===== config.mk =====
export PLATFORM = sky130hd
export DESIGN_NAME = sram_arbiter
export DESIGN_NICKNAME = d
export VERILOG_FILES = /design/src/rtl/sram_arb_pkg.sv /design/src/rtl/sram_arb_sel.sv /design/src/rtl/sram_arbiter.sv
export SDC_FILE = /design/constraint.sdc
export NUM_CORES = 1
export LEC_CHECK = 0
export ABC_AREA = 0
export CAP_MARGIN = 20
export CORE_MARGIN = 2
export CORE_UTILIZATION = 43
export CTS_CLUSTER_DIAMETER = 30
export DETAILED_ROUTE_END_ITERATION = 12
export GPL_TIMING_DRIVEN = 0
export PLACE_DENSITY = 0.76
export SYNTH_ARGS = -nofsm -noshare
export SYNTH_HDL_FRONTEND = slang
export SYNTH_HIERARCHICAL = 1
export SYNTH_SLANG_ARGS = --single-unit

===== constraint.sdc =====
create_clock -name clk -period 2.3 [get_ports clk]
set_input_delay 0.345 -clock clk [delete_from_list [all_inputs] [get_ports clk]]
set_output_delay 0.345 -clock clk [all_outputs]
set_load 0.01 [all_outputs]

===== src/rtl/sram_arb_pkg.sv =====
// sram_arb_pkg: shared constants and state encoding for the SRAM arbiter.
package sram_arb_pkg;

   localparam int unsigned ACCESS_CYCLES_DEF = 6;
   localparam int unsigned ADDR_W_DEF        = 15;
   localparam int unsigned DATA_W_DEF        = 8;

   // Wide enough for the largest legal ACCESS_CYCLES-1 (14)
   localparam int unsigned CNT_W = 4;

   typedef enum logic [1:0] {
      ST_IDLE  = 2'd0,
      ST_ISSUE = 2'd1,
      ST_BUSY  = 2'd2,
      ST_DONE  = 2'd3
   } state_e;

endpackage


===== src/rtl/sram_arb_sel.sv =====
// sram_arb_sel: picks one of two requesters; ptr_i=1 favours client 1 on a tie.
module sram_arb_sel (
   input  logic [1:0] req_i,
   input  logic       ptr_i,
   output logic [1:0] grant_c_o
);

   // One-hot winner; a lone requester always wins, a tie goes to the pointer
   always_comb begin
      grant_c_o = 2'b00;
      if (req_i == 2'b11) begin
         grant_c_o = ptr_i ? 2'b10 : 2'b01;
      end else if (req_i[0]) begin
         grant_c_o = 2'b01;
      end else if (req_i[1]) begin
         grant_c_o = 2'b10;
      end
   end

endmodule


===== src/rtl/sram_arbiter.sv =====
// sram_arbiter: two-client front end for a single-port SRAM controller,
// one access outstanding at a time (IDLE -> ISSUE -> BUSY -> DONE).
// Build option SRAM_ARB_RR_EN: round-robin on simultaneous requests;
// without it client 0 has fixed priority.
module sram_arbiter
   import sram_arb_pkg::*;
#(
   parameter int unsigned ACCESS_CYCLES = ACCESS_CYCLES_DEF,
   parameter int unsigned ADDR_W        = ADDR_W_DEF,
   parameter int unsigned DATA_W        = DATA_W_DEF
) (
   input  logic              clk,
   input  logic              rst,
   input  logic              c0_req,
   input  logic              c0_we,
   input  logic [ADDR_W-1:0] c0_addr,
   input  logic [DATA_W-1:0] c0_wdata,
   output logic              c0_ack,
   output logic [DATA_W-1:0] c0_rdata,
   input  logic              c1_req,
   input  logic              c1_we,
   input  logic [ADDR_W-1:0] c1_addr,
   input  logic [DATA_W-1:0] c1_wdata,
   output logic              c1_ack,
   output logic [DATA_W-1:0] c1_rdata,
   output logic              sram_wreq,
   output logic              sram_rreq,
   output logic [ADDR_W-1:0] sram_waddr,
   output logic [ADDR_W-1:0] sram_raddr,
   output logic [DATA_W-1:0] sram_wdata,
   input  logic [DATA_W-1:0] sram_rdata
);

   state_e              state_q, state_d;
   logic [CNT_W-1:0]    cnt_q, cnt_d;
   logic                gnt_q, gnt_d;
   logic                we_q, we_d;
   logic                ack0_q, ack0_d, ack1_q, ack1_d;
   logic [DATA_W-1:0]   rdata0_q, rdata0_d, rdata1_q, rdata1_d;
   logic                wreq_q, wreq_d, rreq_q, rreq_d;
   logic [ADDR_W-1:0]   waddr_q, waddr_d, raddr_q, raddr_d;
   logic [DATA_W-1:0]   wdata_q, wdata_d;

   logic [1:0]          req_c, grant_c;
   logic                ptr_c, start_c, sel_we_c;
   logic [ADDR_W-1:0]   sel_addr_c;
   logic [DATA_W-1:0]   sel_wdata_c;

   assign req_c = {c1_req, c0_req};

   sram_arb_sel u_sel (
      .req_i     (req_c),
      .ptr_i     (ptr_c),
      .grant_c_o (grant_c)
   );

`ifdef SRAM_ARB_RR_EN
   logic ptr_q;

   // Favour the client that did not win the most recent grant
   always_ff @(posedge clk or negedge rst) begin
      if (!rst) begin
         ptr_q <= 1'b0;
      end else if (start_c) begin
         ptr_q <= grant_c[0];
      end
   end

   assign ptr_c = ptr_q;
`else
   assign ptr_c = 1'b0;
`endif

   // A new access may start from IDLE or straight out of the ack cycle
   assign start_c     = ((state_q == ST_IDLE) || (state_q == ST_DONE)) && (|grant_c);
   assign sel_we_c    = grant_c[1] ? c1_we    : c0_we;
   assign sel_addr_c  = grant_c[1] ? c1_addr  : c0_addr;
   assign sel_wdata_c = grant_c[1] ? c1_wdata : c0_wdata;

   // State register
   always_ff @(posedge clk or negedge rst) begin
      if (!rst) begin
         state_q <= ST_IDLE;
      end else begin
         state_q <= state_d;
      end
   end

   // Next-state logic
   always_comb begin
      state_d = state_q;
      case (state_q)
         ST_IDLE:  if (start_c) state_d = ST_ISSUE;
         ST_ISSUE: state_d = ST_BUSY;
         ST_BUSY:  if (cnt_q == '0) state_d = ST_DONE;
         ST_DONE:  state_d = start_c ? ST_ISSUE : ST_IDLE;
         default:  state_d = ST_IDLE;
      endcase
   end

   // Output/datapath next values; registered so every output is a flop
   always_comb begin
      cnt_d    = cnt_q;
      gnt_d    = gnt_q;
      we_d     = we_q;
      ack0_d   = 1'b0;
      ack1_d   = 1'b0;
      rdata0_d = rdata0_q;
      rdata1_d = rdata1_q;
      wreq_d   = 1'b0;
      rreq_d   = 1'b0;
      waddr_d  = waddr_q;
      raddr_d  = raddr_q;
      wdata_d  = wdata_q;
      case (state_q)
         ST_ISSUE: cnt_d = CNT_W'(ACCESS_CYCLES - 1);
         ST_BUSY: begin
            if (cnt_q != '0) begin
               cnt_d = cnt_q - CNT_W'(1);
            end else begin
               // Ack and read data land together in the DONE cycle
               ack0_d = ~gnt_q;
               ack1_d = gnt_q;
               if (!we_q) begin
                  if (gnt_q) rdata1_d = sram_rdata;
                  else       rdata0_d = sram_rdata;
               end
            end
         end
         ST_DONE: begin
            waddr_d = '0;
            raddr_d = '0;
            wdata_d = '0;
         end
         default: ;
      endcase
      if (start_c) begin
         gnt_d   = grant_c[1];
         we_d    = sel_we_c;
         wreq_d  = sel_we_c;
         rreq_d  = ~sel_we_c;
         waddr_d = sel_we_c ? sel_addr_c  : '0;
         raddr_d = sel_we_c ? '0          : sel_addr_c;
         wdata_d = sel_we_c ? sel_wdata_c : '0;
      end
   end

   // Datapath and output registers; reset aborts any access silently
   always_ff @(posedge clk or negedge rst) begin
      if (!rst) begin
         cnt_q    <= '0;
         gnt_q    <= 1'b0;
         we_q     <= 1'b0;
         ack0_q   <= 1'b0;
         ack1_q   <= 1'b0;
         rdata0_q <= '0;
         rdata1_q <= '0;
         wreq_q   <= 1'b0;
         rreq_q   <= 1'b0;
         waddr_q  <= '0;
         raddr_q  <= '0;
         wdata_q  <= '0;
      end else begin
         cnt_q    <= cnt_d;
         gnt_q    <= gnt_d;
         we_q     <= we_d;
         ack0_q   <= ack0_d;
         ack1_q   <= ack1_d;
         rdata0_q <= rdata0_d;
         rdata1_q <= rdata1_d;
         wreq_q   <= wreq_d;
         rreq_q   <= rreq_d;
         waddr_q  <= waddr_d;
         raddr_q  <= raddr_d;
         wdata_q  <= wdata_d;
      end
   end

   assign c0_ack     = ack0_q;
   assign c1_ack     = ack1_q;
   assign c0_rdata   = rdata0_q;
   assign c1_rdata   = rdata1_q;
   assign sram_wreq  = wreq_q;
   assign sram_rreq  = rreq_q;
   assign sram_waddr = waddr_q;
   assign sram_raddr = raddr_q;
   assign sram_wdata = wdata_q;

endmodule


# --- After elaboration in Yosys (flattened, before gate mapping) ---
# Index checks and enable logic that the tools add are counted.
word_totals:
  out_inout_bits: 58
  word_cells: 63
  regBits: 66
  in_bits: 60
op_classes:
  n_reduce_logical: 12
  n_eq_ne: 7
  n_bitwise: 4
  n_mux: 26
  add_sub_neg: 1
op_table:
  columns: ["operator", "count"]
  rows:
  - ["$mux W15", 6]
  - ["$mux W8", 4]
  - ["$mux W2", 5]
  - ["$mux W1", 8]
  - ["$pmux W2 S4", 1]
  - ["$pmux W4 S2", 1]
  - ["$reduce_and A4 Y1", 2]
  - ["$eq A2 B2 Y1 const B", 3]
  - ["$ne A2 B2 Y1 const B", 3]
  - ["$logic_not A4 Y1", 1]
  - ["$mux W4", 1]
  - ["$not A1 Y1", 4]
  - ["$reduce_and A2 Y1", 2]
  - ["$reduce_bool A2 Y1", 2]
  - ["$reduce_bool A4 Y1", 1]
  - ["$sub A4 B1 Y4 const B", 1]
  - ["$eq A2 B1 Y1 const B", 1]
  - ["$logic_not A2 Y1", 1]
  - ["$reduce_or A2 Y1", 1]
  - ["$logic_and A1 B1 Y1", 1]
  - ["$logic_or A1 B1 Y1", 1]

# --- Logic depth before layout (Yosys ltp) ---
# Gate-level depths: netlist of the first run.
logic_depth:
  word_depth: 7
  depth_mapped: 7

# --- By module ---
# The synthesis of the first run kept the hierarchy.
by_module_without_submodules:
  columns: ["mod", "area_each_um2", "cells_each", "seq_area_each_um2", "instances"]
  rows:
  - ["sram_arbiter", 2884.0, 210, 1651.6, 1]
  - ["sram_arb_sel", 18.8, 3, 0.0, 1]

# --- Worst setup path after synthesis of the first run ---
# OpenSTA, ideal clock, no wires.
synth_path:
  path_type: "register to register"
  start: "register cnt_q[0]"
  end: "register state_q[1]"
  required_time_ps: 2172
  setup_ps: 128
  stages_incl_launch_ff: 6
  t_arrival_ps: 1607
  period_less_slack_ps: 1734
  setup_slack_ps: 566
  path_buffers: 0
  path_cell_list: "dfrtp_1 > inv_1 > ha_1 > or3b_4 > a22oi_2 > mux2_1"
synth_between:
  elab_chain_cells: 3
synth_rtl:
  columns: ["element", "line", "text"]
  rows:
  - ["from (decl)", "sram_arbiter.sv:35", "logic [CNT_W-1:0] cnt_q, cnt_d;"]
  - ["from (signal assigned)", "sram_arbiter.sv:164", "cnt_q <= cnt_d;"]
  - ["$logic_not A4 Y1", "sram_arbiter.sv:95", "ST_BUSY: if (cnt_q == '0) state_d = ST_DONE;"]
  - ["$ne A2 B2 Y1 (no line)", null, null]
  - ["$reduce_and A2 Y1 (no line)", null, null]
  - ["to (signal assigned)", "sram_arbiter.sv:85", "state_q <= state_d;"]
  - ["to (decl)", "sram_arbiter.sv:34", "state_e state_q, state_d;"]
# Every way passes these cells.
# A chain may end at the register's enable or synchronous reset.

# --- Worst setup path in the final report of the first run ---
layout_path:
  start: "input c1_req"
  end: "register raddr_q[13], in the netlist sram_raddr[13]"
layout_between:
  elab_chain_cells: 6
  word_cells_on_any_way: 11
  classes_between: "1 x eq/ne; 7 x mux; 3 x reduce/logical"
layout_rtl:
  columns: ["element", "line", "text"]
  rows:
  - ["from (decl)", "sram_arbiter.sv:20", "input logic c1_req,"]
  - ["$mux W2", "sram_arb_sel.sv:15", "end else if (req_i[1]) begin"]
  - ["$mux W2", "sram_arb_sel.sv:13", "end else if (req_i[0]) begin"]
  - ["$mux W2 (*)", "sram_arb_sel.sv:11", "if (req_i == 2'b11) begin"]
  - ["net grant_c[1]", "sram_arbiter.sv:44", "logic [1:0] req_c, grant_c;"]
  - ["$mux W15 (tied with other cells)", "sram_arbiter.sv:77", "assign sel_addr_c = grant_c[1] ? c1_addr : c0_addr;"]
  - ["$mux W15 / $logic_and A1 B1 Y1 (equally long branches)", "sram_arbiter.sv:143, sram_arbiter.sv:75", null]
  - ["$mux W15 / $reduce_bool A2 Y1 (equally long branches)", null, null]
  - ["to (signal assigned)", "sram_arbiter.sv:174", "raddr_q <= raddr_d;"]
  - ["to (decl)", "sram_arbiter.sv:41", "logic [ADDR_W-1:0] waddr_q, waddr_d, raddr_q, raddr_d;"]
# Mark *: on every way through the listed nets, which the timed path passes. The rest lies on a longest branch.

==> qor.csv, run 1 <==
metric,value,unit
post-CTS sizing,0,
first-pass GRT wire length,11310,um
synth warn,6,
fin util,0.6828,
worst skew pair latency,0.33,ns
depth of the worst register-to-register path,7,
I/O Buffers,117,
clk_skew,0.005391,ns
# rows,29,
All-Layer GR Usage,0.1955,
critical path launch point type,primary input,
leakage power total,1.892,nW
CTS Sinks,66,
Worst setup EP type,register,
Mapped Area,2903,sq um
worst-path cell chain,"clkdlybuf4s50_1, a21boi_1, buf_2, nor3b_1, o21bai_2, buf_2, o2bb2ai_1",
Post-synth ARST share,1.000,
"Req. time, crit path",2.51,ns
"Clk pin slew, worst setup/hold paths",0.07,ns
Crit path buffers/inverters,3,
syn avg cell area,13.63,sq um
Synth top area share,0.5690,
final worst-path cycle share,0.8626,
"slowest stage cell, crit path",clkdlybuf4s50_1,
"wirelength, routed",6874,um
worst-case clock buffer depth,2,
Peak VDD IR,0.6280,mV
"FF+latch count, synth",66,
Final Slew Violations,0,
critical path type,primary input to register,
"commonest non-fill, non-tap cell in the layout",clkdlybuf4s50_1,
FMAX,504.1,MHz
Crit path arrival time,2.19,ns
Final Hold Fails,0,
number of global-route vias before repair,2276,
number of CTS-inserted buffers,9,
WL per Instance,16.21,um
Fin Hold WS,0.09418,ns
slew margin rel.,0.4538,
I/O pins,118,
GR Overflow Total,0,
Area contributors post-synth,"dfrtp_1 (57%), o2bb2ai_1 (12%), mux2i_1 (8.6%), mux2_2 (6.2%), ha_1 (2.2%)",
GPL Wtd Cong,0.7537,
cells after synthesis,213,
Tmin final,1.984,ns
die width,86.16,um
area grow syn2layout,51.08,%
Avg Vias per Cell,5.238,
max incr delay on CP,0.47,ns
vias post-DR,2221,
R2R setup slack,0.35,ns
Finish-stage setup viols,0,
final routed DRC violation total,0,
nets@finish,407,
die area,7424,sq um
most frequent cells in the layout,"clkdlybuf4s50_1 (116), dfrtp_1 (66), o2bb2ai_1 (39), mux2i_1 (25), mux2_2 (16)",
share of layout cells above drive strength 1,0.1470,
pre-CTS setup slack,-0.07229,ns
die height,86.16,um
Critical Path Fanout Max,10,
initial antenna violation count,0,
Clock Tree Root,clkbuf_8,
Yosys top cell by area,dfrtp_1,
Critical Path Most Common Cell,buf_2,
Critical Path Stages,7,
"Seq/Total Area, Yosys",0.5690,
Cell Pwr Density,1085,nW/um^2
"antenna viol nets, final",0,
CTS H-tree depth,3,
total core area,6422,sq um
worst setup margin,0.3161,ns
Slew @ Worst Pin,0.8193,ns
largest net degree at the start of global routing,67,
Layout fillers,514,
Placed Area,4172,sq um
DR iter-0 viols,93,
Post-synth EDFFs,0,
final instance area,4385,sq um
DP HPWL,4958,um
HP Class,primary input to asynchronous set/reset pin,
CTS tree,yes,
setup repair after global routing missed its margin,no,
# diodes,0,
total of max-cap violations,0,
Crit path max-delay family,buffers and inverters,
DR pass1 iterations,4,
Post-CTS Setup Bufs,0,
Total Power,4.759,mW
status,"finished, final reports clean",
initial core utilization,0.4520,
top_reg_cell synth,dfrtp_1,
hold buffers post-CTS,0,
"Distinct cells, synth",39,
power breakdown:
part	switching [mW]	internal (mW)
clock	0.437	0.588
sequential	0.232	1.52
combinational	0.919	1.07
routing by layer:
metal	up-vias	part of all wire	track usage
met2	81	0.46	0.2932
met3	9	0.080	0.06930
li1	1044	-	-
met4	0	0.014	0.07359
met1	1087	0.45	0.2614
met5	-	0	0
worst register-to-register path, delay by kind of cell, from the launching register on:
family | cells | cell delay [ns]
fa+ha+maj | 1 | 0.39
compound gates | 2 | 0.34
simple gates | 1 | 0.11
flops | 1 | 0.43
buf+inv | 3 | 0.61
cells in the mapped netlist (2+ instances only):
master,n
a21boi_1,2
buf_2,9
dfrtp_1,66
ha_1,5
inv_1,10
mux2_2,16
mux2i_1,25
nand2_1,2
nand2b_1,3
nor2_1,4
nor2b_1,2
nor3b_1,2
o21ai_0,3
o2bb2ai_1,39
registers in the layout, indices dropped and copies added (netlist names):
signal      cells
sram_raddr     15
sram_waddr     15
we_q            1
c0_rdata        8
sram_rreq       1
c1_ack          1
c0_ack          1
state_q         2
cnt_q           4
sram_wdata      8
gnt_q           1
sram_wreq       1
c1_rdata        8
worst paths after layout:
| check | start | end |
|---|---|---|
| min in group clk | sram_waddr[6] | sram_waddr[6] |
| min reg2reg | sram_waddr[6] | sram_waddr[6] |
| max in group asynchronous | rst | sram_waddr[1] |
| min | rst | c1_rdata[5] |
| max | c1_req | sram_raddr[13] |
| max reg2reg | state_q[0] | sram_waddr[6] |
layout make-up:
class	count	area, sq um	area share
tap	77	96.34	0.02197
clock inverter	4	48.80	0.01113
multi-input combinational	127	1161	0.2648
clock buffer	12	165.2	0.03766
buffer	11	56.30	0.01284
timing repair buffer	117	1169	0.2665
sequential	66	1652	0.3766
inverter	10	37.54	0.008559
kinds of logic (layout without fill, tap and decap cells):
logic type	Yosys count	after routing	synth area share
flops	66	66	0.5690
simple gates	24	24	0.06638
mux	42	42	0.1522
fa+ha+maj	5	5	0.02155
other cells	1	2	0.001292
compound gates	54	54	0.1573
buf+inv	21	154	0.03233
through the flow:
| stage | std cells | TNS [ns] |
|---|---|---|
| after global placement | 408 | -83.90 |
| after detailed placement | 408 | -0.6808 |
| after global routing | 424 | 0 |
| final | 424 | 0 |
| after CTS | 424 | 0 |
| after floorplan | 214 | 0 |
Note: power is estimated with default switching activity, not from simulation.
==> run 2: changes to the inputs <==
--- a/config.mk
+++ b/config.mk
@@ -9,10 +9,12 @@
 export CAP_MARGIN = 20
 export CORE_MARGIN = 2
 export CORE_UTILIZATION = 43
+export CTS_BUF_LIST = sky130_fd_sc_hd__clkbuf_16
 export CTS_CLUSTER_DIAMETER = 30
 export DETAILED_ROUTE_END_ITERATION = 12
 export GPL_TIMING_DRIVEN = 0
 export PLACE_DENSITY = 0.76
+export SETUP_SLACK_MARGIN = 0.05
 export SYNTH_ARGS = -nofsm -noshare
 export SYNTH_HDL_FRONTEND = slang
 export SYNTH_HIERARCHICAL = 1
==> qor.csv, run 2 (synthesized netlist as in run 1, its figures left out) <==
metric,value,unit
setup repair after global routing missed its margin,no,
nets@finish,407,
CTS Sinks,66,
Worst R2R End,sram_raddr[11],
placed cell count,408,
Slew @ Worst Pin,0.8271,ns
critical path type,primary input to register,
All-Layer GR Usage,0.2035,
Tmin final,2.037,ns
Worst setup EP type,register,
switching power,1.638,mW
Total Power,5.049,mW
GR Overflow Total,0,
DR iter-0 viols,154,
worst reg2reg startpoint,state_q[0],
Avg Vias per Cell,5.276,
number of CTS-inserted buffers,9,
post-CTS sizing,0,
final setup TNS,0,ns
DR pass1 iterations,5,
final worst-path cycle share,0.8856,
sequential power share,0.347,
I/O Buffers,117,
die width,86.16,um
total core area,6422,sq um
final routed DRC violation total,0,
most frequent cells in the layout,"clkdlybuf4s50_1 (116), dfrtp_1 (66), o2bb2ai_1 (39), mux2i_1 (25), mux2_2 (16)",
initial antenna violation count,0,
Layout fillers,501,
CTS H-tree depth,3,
# rows,29,
clk_skew,0.005575,ns
DP HPWL,4958,um
"commonest non-fill, non-tap cell in the layout",clkdlybuf4s50_1,
status,"finished, final reports clean",
first-pass GRT wire length,11720,um
multi-input logic area,1161,sq um
Post-CTS Setup Bufs,0,
Comb power frac,0.395,
Finish-stage setup viols,0,
area grow syn2layout,53.53,%
CTS tree,yes,
share of layout cells above drive strength 1,0.1383,
hold buffers post-CTS,0,
FMAX,491.0,MHz
I/O pins,118,
critical path launch point type,primary input,
Clock Power Share,0.258,
Crit path arrival time,2.23,ns
post-route insts no fill,424,
leakage power total,1.921,nW
fin util,0.6939,
Peak VDD IR,0.6022,mV
"wirelength, routed",6995,um
worst skew pair latency,0.32,ns
Placed Area,4172,sq um
Final Slew Violations,0,
Critical Path Fanout Max,10,
Final Hold Fails,0,
die height,86.16,um
R2R setup slack,0.35,ns
worst-case clock buffer depth,2,
Seq. cell area,1652,sq um
initial core utilization,0.4520,
HP Class,primary input to asynchronous set/reset pin,
WL per Instance,16.50,um
depth of the worst register-to-register path,6,
number of global-route vias before repair,2349,
die area,7424,sq um
vias post-DR,2237,
slew margin rel.,0.4486,
"Clk pin slew, worst setup/hold paths",0.05,ns
largest net degree at the start of global routing,67,
"Req. time, crit path",2.50,ns
internal power,3.411,mW
Fin Hold WS,0.1085,ns
Clock Tree Root,clkbuf_16,
"antenna viol nets, final",0,
final instance area,4457,sq um
pre-CTS setup slack,-0.07229,ns
Cell Pwr Density,1133,nW/um^2
worst setup margin,0.2632,ns
total of max-cap violations,0,
# diodes,0,
sw frac,0.3244,
GPL Wtd Cong,0.7537,
run 2: layout make-up:
cell class,instances,area share
sequential,66,0.3706
timing repair buffer,117,0.2622
clock inverter,7,0.01348
buffer,11,0.01263
multi-input combinational,127,0.2605
clock buffer,9,0.05053
inverter,10,0.008422
tap,77,0.02162
run 2: how the worst max path moves through the flow:
stage,start,to,slack (ns)
2_1_floorplan,cnt_q[0],state_q[1],0.57
4_1_cts,c1_req,sram_raddr[11],0.25
6_report,c1_req,sram_waddr[8],0.26
3_5_place_dp,c1_req,sram_raddr[9],-0.07
5_1_grt,c1_req,sram_raddr[11],0.09
3_3_place_gp,rst,sram_wdata[4],-1.27
run 2: routing by layer:
| metal | wire, um | global-route usage | up-vias | share of wire |
|---|---|---|---|---|
| li1 | - | - | 1048 | - |
| met1 | 3097 | 0.2657 | 1091 | 0.44 |
| met2 | 3223 | 0.3129 | 87 | 0.46 |
| met3 | 573 | 0.07026 | 11 | 0.082 |
| met4 | 101 | 0.07792 | 0 | 0.014 |
| met5 | 0 | 0 | - | 0 |
run 2: worst max-delay path, cell delays in order:
cell,delay (ns)
clkdlybuf4s50_1,0.47
a21boi_1,0.27
buf_2,0.30
buf_2,0.35
mux2i_1,0.37
o2bb2ai_1,0.12
run 2: power groups by stage:
stage / sequential [mW] / combinational [mW] / clock [mW]
after global placement: 1.76 / 1.97 / 0
after global routing: 1.80 / 2.18 / 1.38
after detailed placement: 1.76 / 2.01 / 0
after CTS: 1.76 / 2.02 / 1.33
after floorplan: 1.87 / 0.937 / 0
final: 1.75 / 1.99 / 1.30
==> run 3: changes to the inputs <==
==> constraint.sdc (replaced) <==
create_clock -name clk -period 2.3 [get_ports clk]
set_input_delay 0.345 -clock clk [delete_from_list [all_inputs] [get_ports clk]]
set_output_delay 0.345 -clock clk [all_outputs]
set_load 0.02 [all_outputs]
==> results of run 3 <==
Same layout as run 2 (identical final DEF). Status: finished, final reports clean.
Main changes from that run: total power 5.049 mW -> 5.268 mW; worst IR drop on VDD 0.6022 mV -> 0.6577 mV
